[src/rtl/fetch_queue_pkg.sv]
// fetch_queue_pkg: shared state encoding, nop/reset constants and MIPS field bit ranges
package fetch_queue_pkg;
    typedef enum logic {FQ_NORMAL, FQ_WAIT_DS} fq_state_e;
    localparam logic [31:0] NOP_INS  = 32'h0;
    localparam logic [31:0] RESET_PC = 32'h0000_3000;
    localparam int OP_HI   = 31;
    localparam int OP_LO   = 26;
    localparam int RS_HI   = 25;
    localparam int RS_LO   = 21;
    localparam int RT_HI   = 20;
    localparam int RT_LO   = 16;
    localparam int RD_HI   = 15;
    localparam int RD_LO   = 11;
    localparam int SH_HI   = 10;
    localparam int SH_LO   = 6;
    localparam int FN_HI   = 5;
    localparam int FN_LO   = 0;
    localparam int IMM_HI  = 15;
    localparam int IMM_LO  = 0;
    localparam int ADDR_HI = 25;
    localparam int ADDR_LO = 0;
endpackage

[src/rtl/fetch_queue_if.sv]
// fetch_queue_if: fetch-side, decode-side and redirect signals of the fetch queue
interface fetch_queue_if #(parameter int DEPTH = 4, parameter int PC_W = 32);
    localparam int CW = $clog2(DEPTH) + 1;
    logic            in_valid;
    logic [31:0]     in_ins;
    logic [PC_W-1:0] in_pc;
    logic            in_ready;
    logic            out_valid;
    logic            out_ready;
    logic [31:0]     out_ins;
    logic [PC_W-1:0] out_pc;
    logic [PC_W-1:0] out_pc8;
    logic [5:0]      op;
    logic [4:0]      rs;
    logic [4:0]      rt;
    logic [4:0]      rd;
    logic [4:0]      shamt;
    logic [5:0]      funct;
    logic [15:0]     imm16;
    logic [25:0]     addr26;
    logic            flush;
    logic            keep_ds;
    logic [CW-1:0]   count;
    modport master (
        output in_valid, in_ins, in_pc, out_ready, flush, keep_ds,
        input  in_ready, out_valid, out_ins, out_pc, out_pc8, op, rs, rt, rd, shamt, funct,
               imm16, addr26, count
    );
    modport slave (
        input  in_valid, in_ins, in_pc, out_ready, flush, keep_ds,
        output in_ready, out_valid, out_ins, out_pc, out_pc8, op, rs, rt, rd, shamt, funct,
               imm16, addr26, count
    );
endinterface

[src/rtl/fetch_queue_mem.sv]
// fetch_queue_mem: DEPTH-entry register array, one synchronous write port, one asynchronous read port
module fetch_queue_mem #(
    parameter int DEPTH = 4,
    parameter int W     = 64
) (
    input  logic                     clk,
    input  logic                     we_i,
    input  logic [$clog2(DEPTH)-1:0] waddr_i,
    input  logic [W-1:0]             wdata_i,
    input  logic [$clog2(DEPTH)-1:0] raddr_i,
    output logic [W-1:0]             rdata_o
);
    logic [W-1:0] mem_q [DEPTH];
    // storage is only written on enqueue; flushes move pointers, never contents
    always_ff @(posedge clk) begin
        if (we_i) mem_q[waddr_i] <= wdata_i;
    end
    assign rdata_o = mem_q[raddr_i];
endmodule

[src/rtl/fetch_queue.sv]
// fetch_queue: fetch-to-decode instruction queue with delay-slot-preserving flush (optional FETCH_QUEUE_PERF_EN counters)
module fetch_queue
    import fetch_queue_pkg::*;
#(
    parameter int DEPTH = 4,
    parameter int PC_W  = 32
) (
    input  logic        clk,
    input  logic        reset,
    fetch_queue_if.slave fq
`ifdef FETCH_QUEUE_PERF_EN
    ,
    output logic [31:0] perf_stall,
    output logic [31:0] perf_flushed
`endif
);
    localparam int AW = $clog2(DEPTH);
    localparam int CW = AW + 1;
    logic [AW-1:0]      rd_q, rd_d, wr_q, wr_d, nxt_rd;
    logic [CW-1:0]      cnt_q, cnt_d, avail;
    fq_state_e          st_q, st_d;
    logic               enq, deq, hard, keep, avail_nz;
    logic [31:0]        head_ins, ins;
    logic [PC_W-1:0]    head_pc, pc;
    assign fq.in_ready  = cnt_q < CW'(DEPTH);
    assign fq.out_valid = cnt_q != '0;
    assign enq      = fq.in_valid & fq.in_ready;
    assign deq      = fq.out_valid & fq.out_ready;
    assign hard     = fq.flush & (!fq.keep_ds | (st_q == FQ_WAIT_DS));
    assign keep     = fq.flush & fq.keep_ds & (st_q == FQ_NORMAL);
    assign nxt_rd   = rd_q + AW'(deq);
    assign avail    = cnt_q - CW'(deq) + CW'(enq);
    assign avail_nz = avail != '0;
    // next pointers/count/state; a kept delay slot is always the word at nxt_rd, stored or incoming
    always_comb begin
        rd_d  = nxt_rd;
        wr_d  = wr_q + AW'(enq);
        cnt_d = avail;
        st_d  = st_q;
        if (hard) begin
            rd_d  = wr_q;
            wr_d  = wr_q;
            cnt_d = '0;
            st_d  = FQ_NORMAL;
        end else if (keep) begin
            wr_d  = nxt_rd + AW'(avail_nz);
            cnt_d = CW'(avail_nz);
            st_d  = avail_nz ? FQ_NORMAL : FQ_WAIT_DS;
        end else if (enq) begin
            st_d  = FQ_NORMAL;
        end
    end
    // queue control registers
    always_ff @(posedge clk or posedge reset) begin
        if (reset) begin
            rd_q  <= '0;
            wr_q  <= '0;
            cnt_q <= '0;
            st_q  <= FQ_NORMAL;
        end else begin
            rd_q  <= rd_d;
            wr_q  <= wr_d;
            cnt_q <= cnt_d;
            st_q  <= st_d;
        end
    end
    fetch_queue_mem #(.DEPTH(DEPTH), .W(32 + PC_W)) u_mem (
        .clk     (clk),
        .we_i    (enq),
        .waddr_i (wr_q),
        .wdata_i ({fq.in_ins, fq.in_pc}),
        .raddr_i (rd_q),
        .rdata_o ({head_ins, head_pc})
    );
    assign ins         = fq.out_valid ? head_ins : NOP_INS;
    assign pc          = fq.out_valid ? head_pc : '0;
    assign fq.out_ins  = ins;
    assign fq.out_pc   = pc;
    assign fq.out_pc8  = pc + PC_W'(8);
    assign fq.op       = ins[OP_HI:OP_LO];
    assign fq.rs       = ins[RS_HI:RS_LO];
    assign fq.rt       = ins[RT_HI:RT_LO];
    assign fq.rd       = ins[RD_HI:RD_LO];
    assign fq.shamt    = ins[SH_HI:SH_LO];
    assign fq.funct    = ins[FN_HI:FN_LO];
    assign fq.imm16    = ins[IMM_HI:IMM_LO];
    assign fq.addr26   = ins[ADDR_HI:ADDR_LO];
    assign fq.count    = cnt_q;
`ifdef FETCH_QUEUE_PERF_EN
    logic [31:0] stall_q, flushed_q, lost;
    assign lost = hard ? 32'(avail) : keep ? 32'(avail) - 32'(avail_nz) : 32'd0;
    // stall cycles and words discarded by redirects
    always_ff @(posedge clk or posedge reset) begin
        if (reset) begin
            stall_q   <= '0;
            flushed_q <= '0;
        end else begin
            stall_q   <= stall_q + 32'(fq.in_valid & !fq.in_ready);
            flushed_q <= flushed_q + lost;
        end
    end
    assign perf_stall   = stall_q;
    assign perf_flushed = flushed_q;
`endif
endmodule

[src/flat_wrapper.sv]
// flat-port wrapper written by rule: the top's interface ports become plain ports
module fetch_queue_flat import fetch_queue_pkg::*;
#(
    parameter int DEPTH = 4,
    parameter int PC_W  = 32
)
  (clk, reset, fq_in_valid, fq_in_ins, fq_in_pc, fq_out_ready, fq_flush, fq_keep_ds, fq_in_ready, fq_out_valid, fq_out_ins, fq_out_pc, fq_out_pc8, fq_op, fq_rs, fq_rt, fq_rd, fq_shamt, fq_funct, fq_imm16, fq_addr26, fq_count);
  fetch_queue_if #(.DEPTH(DEPTH), .PC_W(PC_W)) fq_i ();
  input  logic clk;
  input  logic reset;
  input wire logic [$bits(fq_i.in_valid)-1:0] fq_in_valid;
  input wire logic [$bits(fq_i.in_ins)-1:0] fq_in_ins;
  input wire logic [$bits(fq_i.in_pc)-1:0] fq_in_pc;
  input wire logic [$bits(fq_i.out_ready)-1:0] fq_out_ready;
  input wire logic [$bits(fq_i.flush)-1:0] fq_flush;
  input wire logic [$bits(fq_i.keep_ds)-1:0] fq_keep_ds;
  output wire logic [$bits(fq_i.in_ready)-1:0] fq_in_ready;
  output wire logic [$bits(fq_i.out_valid)-1:0] fq_out_valid;
  output wire logic [$bits(fq_i.out_ins)-1:0] fq_out_ins;
  output wire logic [$bits(fq_i.out_pc)-1:0] fq_out_pc;
  output wire logic [$bits(fq_i.out_pc8)-1:0] fq_out_pc8;
  output wire logic [$bits(fq_i.op)-1:0] fq_op;
  output wire logic [$bits(fq_i.rs)-1:0] fq_rs;
  output wire logic [$bits(fq_i.rt)-1:0] fq_rt;
  output wire logic [$bits(fq_i.rd)-1:0] fq_rd;
  output wire logic [$bits(fq_i.shamt)-1:0] fq_shamt;
  output wire logic [$bits(fq_i.funct)-1:0] fq_funct;
  output wire logic [$bits(fq_i.imm16)-1:0] fq_imm16;
  output wire logic [$bits(fq_i.addr26)-1:0] fq_addr26;
  output wire logic [$bits(fq_i.count)-1:0] fq_count;
  assign fq_i.in_valid = fq_in_valid;
  assign fq_i.in_ins = fq_in_ins;
  assign fq_i.in_pc = fq_in_pc;
  assign fq_i.out_ready = fq_out_ready;
  assign fq_i.flush = fq_flush;
  assign fq_i.keep_ds = fq_keep_ds;
  assign fq_in_ready = fq_i.in_ready;
  assign fq_out_valid = fq_i.out_valid;
  assign fq_out_ins = fq_i.out_ins;
  assign fq_out_pc = fq_i.out_pc;
  assign fq_out_pc8 = fq_i.out_pc8;
  assign fq_op = fq_i.op;
  assign fq_rs = fq_i.rs;
  assign fq_rt = fq_i.rt;
  assign fq_rd = fq_i.rd;
  assign fq_shamt = fq_i.shamt;
  assign fq_funct = fq_i.funct;
  assign fq_imm16 = fq_i.imm16;
  assign fq_addr26 = fq_i.addr26;
  assign fq_count = fq_i.count;
  fetch_queue #(.DEPTH(DEPTH), .PC_W(PC_W)) u_core (.clk(clk), .reset(reset), .fq(fq_i));
endmodule
[config.mk]
export PLATFORM = sky130hd
export DESIGN_NAME = fetch_queue_flat
export DESIGN_NICKNAME = d
export VERILOG_FILES = /design/src/rtl/fetch_queue_pkg.sv /design/src/rtl/fetch_queue_if.sv /design/src/rtl/fetch_queue_mem.sv /design/src/rtl/fetch_queue.sv /design/src/flat_wrapper.sv
export SDC_FILE = /design/constraint.sdc
export NUM_CORES = 1
export LEC_CHECK = 0
export BUFFER_PORTS_ARGS = -buffer_cell sky130_fd_sc_hd__buf_2
export CAP_MARGIN = 20
export CORE_MARGIN = 1.5
export CORE_UTILIZATION = 55
export DETAILED_ROUTE_END_ITERATION = 8
export PLACE_DENSITY = 0.78
export SKIP_LAST_GASP = 1
export SYNTH_ARGS = -nofsm -noshare
export SYNTH_HDL_FRONTEND = slang
export SYNTH_HIERARCHICAL = 1
export SYNTH_SLANG_ARGS = --single-unit
export TNS_END_PERCENT = 5
[constraint.sdc]
create_clock -name clk -period 7.75 [get_ports clk]
set_input_delay 1.55 -clock clk [delete_from_list [all_inputs] [get_ports clk]]
set_output_delay 1.55 -clock clk [all_outputs]
set_load 0.02 [all_outputs]
# After elaboration in Yosys (flattened, before gate mapping)
# Memories as Yosys holds them, arrays and structs flattened.
# Cells that the tools add are included.
[word_totals]
output_inout_bits = 175
n_memories = 1
wordCells = 35
ram_bits = 256
reg_bits = 8
[mem_list]
columns = ["name", "words", "width", "read_ports", "rd_ports_with_merged_regs", "write_ports", "line_no", "text"]
rows = [
  ["u_core.u_mem.mem_q", 4, 64, 1, 0, 1, "fetch_queue_mem.sv:13", "logic [W-1:0] mem_q [DEPTH];"],
]
[classes]
n_bitwise = 7
n_reduce_logical = 4
muxes = 12
n_addsub = 6
magnitude_cmp = 1
[op_table]
columns = ["op", "n"]
rows = [
  ["2-to-1 mux 32 bit", 2],
  ["adder 32 x 4 -> 32 bit, second input constant", 1],
  ["nonzero test 3 bit", 3],
  ["adder 2 x 1 -> 2 bit", 3],
  ["2-to-1 mux 1 bit", 6],
  ["2-to-1 mux 3 bit", 2],
  ["AND 1 bit", 5],
  ["2-to-1 mux 2 bit", 2],
  ["adder 3 x 1 -> 3 bit", 1],
  ["less-than comparator 3 bit, second input constant", 1],
  ["subtractor 3 x 1 -> 3 bit", 1],
  ["zero test 1 bit", 1],
  ["NOT 1 bit", 1],
  ["OR 1 bit", 1],
]

# Logic depth before layout (Yosys ltp)
[logic_depth]
word_depth = 8
depth_mapped = 18

# Modules after synthesis
# The synthesis kept the hierarchy.
[modules_own_cells]
columns = ["module", "seq_area_each_um2", "area_per_inst_um2", "n_inst", "cells_each"]
rows = [
  ["fetch_queue_mem", 7687.4, 9341.5, 1, 338],
  ["fetch_queue", 200.2, 2174.6, 1, 298],
]

# Least setup slack after synthesis
# No wires, ideal clock.
[synth_timing]
path_kind = "input -> register"
from = "input fq_in_valid"
to = "memory u_core.u_mem.mem_q[0][0] (enable)"
path_slack_ps = 627
arrival_ps = 6545
stages = 2
setup_ps = 578
cell_sequence = "nor2b_1 > nor3b_1"
[synth_between]
elab_chain_len = 3
[synth_lines]
columns = ["element", "line_no", "text"]
rows = [
  ["start, declared", "flat_wrapper.sv:11", "input wire logic [$bits(fq_i.in_valid)-1:0] fq_in_valid;"],
  ["AND 1 bit", "fetch_queue.sv:27", "assign enq = fq.in_valid & fq.in_ready;"],
  ["2-to-1 mux 1 bit", "fetch_queue_mem.sv:16", "if (we_i) mem_q[waddr_i] <= wdata_i;"],
  ["2-to-1 mux 1 bit (not written as such)", "fetch_queue_mem.sv:16", ""],
  ["end, declared", "fetch_queue_mem.sv:13", ""],
]
# No other way between the ends.

# Final worst setup path
[layout_timing]
from = "register u_core.rd_q[0]"
to = "output fq_out_pc8[25]"
[layout_between]
elab_chain_len = 3
[layout_lines]
columns = ["element", "line_no", "text"]
rows = [
  ["start, declared", "fetch_queue.sv:19", "logic [AW-1:0] rd_q, rd_d, wr_q, wr_d, nxt_rd;"],
  ["start signal, assigned", "fetch_queue.sv:61", "rd_q <= rd_d;"],
  ["memory (4 x 64 bit)", "n/a", ""],
  ["named net u_core.head_pc[15]", "fetch_queue.sv:24", "logic [PC_W-1:0] head_pc, pc;"],
  ["2-to-1 mux 32 bit", "fetch_queue.sv:76", "assign pc = fq.out_valid ? head_pc : '0;"],
  ["adder 32 x 4 -> 32 bit", "fetch_queue.sv:79", "assign fq.out_pc8 = pc + PC_W'(8);"],
  ["end, declared", "flat_wrapper.sv:21", "output wire logic [$bits(fq_i.out_pc8)-1:0] fq_out_pc8;"],
]
# The timed path passes the listed nets, and every way through them passes these cells.

==> run_results.csv <==
group,metric,value,unit
status,status,"complete, no violations",
placed_design,post_dp_cell_area,12400,sq um
route,wirelength,22.9,mm
synthesis,avgSynthCellArea,18.1,sq um
synthesis,synth_seq_cells,264,
grt,grt_max_degree,66,
clocking,root_buffer,"clkbuf_16",
placed_design,post-place-ws,2800,ps
timing,hold_violations,0,
grt,gr-usage-met1,28.5,%
timing,fmax,0.182,GHz
setup_path,crit_chain,"buf_4 -> mux4_2 -> nand3_1 -> nor3_1 -> nand4_1 -> xnor2_1 -> buf_2",
synthesis,synth_area_leaders,"edfxtp_1 (67%), mux4_2 (12%), buf_4 (5.1%), and2_1 (2.9%), xnor2_1 (1.8%)",
grt,grt_use_met2,36.4,%
setup_path,crit_arrival,3950,ps
grt,gr-total-overflow,0,
setup_path,cp-start-kind,"flip-flop",
placed_design,hpwl,14.8,mm
timing,drv_slew,0,
synthesis,synth_top_area_cell,"edfxtp_1",
synthesis,yosysTopAreaCellShare,66.8,%
pwr,p_leak,0.00494,uW
floorplan,die_w,148,um
pwr,p_total,6100,uW
setup_path,critPathRequiredTime,6200,ps
route,vias,6183,
setup_path,crit_path_end_kind,"primary output",
setup_path,slowest_delay,850,ps
setup_path,startpoint,"u_core/rd_q[0]$_DFF_PP0_",
route,avgViaCountPerCell,5.61,
clocking,post_cts_buffers,0,
final_layout,drive_gt1_share,42.6,%
timing,setup_slack,2250,ps
synthesis,syn-num-nets,713,
final_layout,nets,889,
timing,fin_crit,5500,ps
floorplan,dieArea,21800,sq um
synthesis,yosys.cell_types.count,39,
grt,track_usage,21.5,%
final_layout,syn_to_final_growth,14.3,%
clocking,clock-sinks,264,
final_layout,final_area,13200,sq um
grt,antenna_found_initial,5,
grt,grt_pass1_wl,35.8,mm
clocking,cts_buffers,26,
placed_design,portBuffers,244,
grt,met3_usage,4.66,%
final_layout,instances_no_fill,1102,
floorplan,chipHeight,148,um
timing,fin_setup_tns,0,ps
timing,period_share,70.9,%
route,drtIter0Drc,489,
clocking,h-tree-depth,1,
floorplan,top_level_ports,245,
timing,worstMarginPinSlew,1010,ps
setup_path,critPathMaxFanout,34,
clocking,clock_latency,520,ps
route,drtPass1Iterations,4,
placed_design,gp_congestion,0.964,
clocking,clockBufferDepth,3,
synthesis,synth_cells,636,
clocking,cts_resized,0,
grt,top_usage_layer,"met2",
clocking,cts_tree,"yes",
job,maxCapViolCount,0,
synthesis,netlist_area,11500,sq um
route,route.detailed.drc,0,
placed_design,numPlacedInstances,1054,
route,post_drt_wl_per_cell,20.8,um
synthesis,ys_seq_area_share,68.5,%
route,final_antenna_net_count,0,
setup_path,reg2reg_from,"u_core/fq.count[1]$_DFF_PP0_",
grt,grt_pass1_vias,6387,
clocking,cts_hold_buf,0,
timing,clock_skew,5.56,ps
setup_path,path_class,"flip-flop to primary output",
hold_path,hold_class,"flip-flop to flip-flop",
floorplan,start_util,56.5,%
pwr,p_per_area,464,nW/um^2
clocking,clkTransAtPathRegs,60,ps
timing,rsz0062_at_grt,"no",
pwr,peakVddDrop,0.340,mV
floorplan,placementRows,52,
synthesis,yosysWarnings,6,
timing,maxSlewHeadroom,32.8,%
timing,setup_viol_count_final,0,
floorplan,coreArea,20400,sq um
setup_path,cpMaxStageDelayCell,"dfrtp_4",
hold_path,hp-start,"u_core/st_q$_DFFE_PP0P_",
==> power by group <==
part	switching (uW)	internal, uW	total [uW]
registers	199	1850	2050
clock network	476	697	1170
logic	1820	1060	2880
total	2490	3610	6100
==> cell usage in the layout (no fill, tap or decap), drive strengths merged, types with 2 or more instances in the layout <==
cell type / synthesis / final
nand2: 14 / 14
nor3: 11 / 11
inv: 18 / 18
o31ai: 7 / 7
a21oi: 2 / 2
and3b: 2 / 2
clkbuf: 6 / 34
nor4b: 2 / 2
nor2: 14 / 14
mux4: 64 / 64
xnor2: 24 / 24
nor4: 4 / 4
bufinv: 0 / 2
and2: 55 / 55
buf: 95 / 249
xor2: 8 / 8
dfrtp: 8 / 8
mux2: 2 / 2
and3: 3 / 3
nand4: 14 / 14
diode: 0 / 3
nand3: 12 / 12
ha: 6 / 6
mux2i: 2 / 2
clkinv: 0 / 9
edfxtp: 256 / 256
==> critical path: cells and delay by family, from the launching register on <==
family / cells / cell delay [ps]
simple gates: 3 / 1060
buf+inv: 2 / 860
flops: 1 / 850
mux: 1 / 430
xor+xnor: 1 / 190
==> per-layer routing <==
layer,part of all wire (%),vias to the layer above
met5,0.044,-
met4,1.7,2
met3,8.2,39
met2,50,293
met1,40,3118
li1,-,2731
==> final cells by class <==
type | instances | area [sq um]
fill | 1421 | 7200
clock inverter | 11 | 96.3
multi-input combinational | 253 | 2760
tap | 270 | 338
antenna | 3 | 7.51
inverter | 18 | 70.1
sequential | 264 | 7900
clock buffer | 34 | 702
timing repair buffer | 249 | 1290
==> sequential cells by signal, summed over array words and instances (netlist names) <==
name	count
u_core/rd_q	2
u_core/wr_q	2
u_core/st_q	1
u_core/u_mem/mem_q	256
u_core/fq.count	3
==> path summary, 6_finish.rpt <==
path                            cells after the start                           end  slack [ps]
worst max-delay path                                7                fq_out_pc8[25]        2250
worst min-delay path                                2       u_core/st_q$_DFFE_PP0P_         600
worst max register to register                     15    u_core/wr_q[1]$_DFFE_PP0N_        3580
worst min register to register                      2       u_core/st_q$_DFFE_PP0P_         600
max in group asynchronous                           2      u_core/rd_q[0]$_DFF_PP0_        6480
min in group asynchronous                           2  u_core/fq.count[1]$_DFF_PP0_         990
==> kinds of logic (layout without fill, tap and decap cells) <==
family                     after synthesis  count (layout)  share of synthesized area (%)
muxes                                   68              68                           13.0
other                                    0               3                              0
AOI/OAI and AO/OA                       11              11                          0.685
buffers and inverters                  119             312                           7.69
adders and majority gates                7               7                          0.826
and+or+nand+nor                        135             135                           6.86
DFF                                    264             264                           68.5
xor gates and xnor gates                32              32                           2.43
==> stage by stage <==
step | hold WS [ps] | utilization [%]
4_1_cts | 600 | 64.6
6_report | 599 | 64.6
3_5_place_dp | 587 | 60.7
2_1_floorplan | 541 | -
5_1_grt | 639 | 64.6
3_3_place_gp | 555 | 60.4
==> Yosys cell counts <==
library cell,n
nand2b_1,1
fa_1,1
nor3_4,1
ha_1,6
and2_1,53
buf_4,78
dfrtp_1,8
nor2_1,14
nor2b_1,1
xor2_1,8
and3b_1,2
mux2_2,2
inv_4,1
buf_6,5
o31ai_1,7
nor4_1,4
nor3_1,10
xnor2_1,24
inv_1,17
nand4_1,14
nor4b_1,1
edfxtp_1,256
nand2_1,14
a21boi_0,1
and3_1,3
nor3b_1,1
nand3_1,12
clkbuf_1,5
a21oi_1,2
mux2i_1,2
buf_12,6
mux4_1,4
mux4_2,60
o32ai_1,1
and2_4,2
nand3b_1,1
buf_2,6
clkbuf_2,1
nor4b_4,1
(Power assumes the default switching activity.)
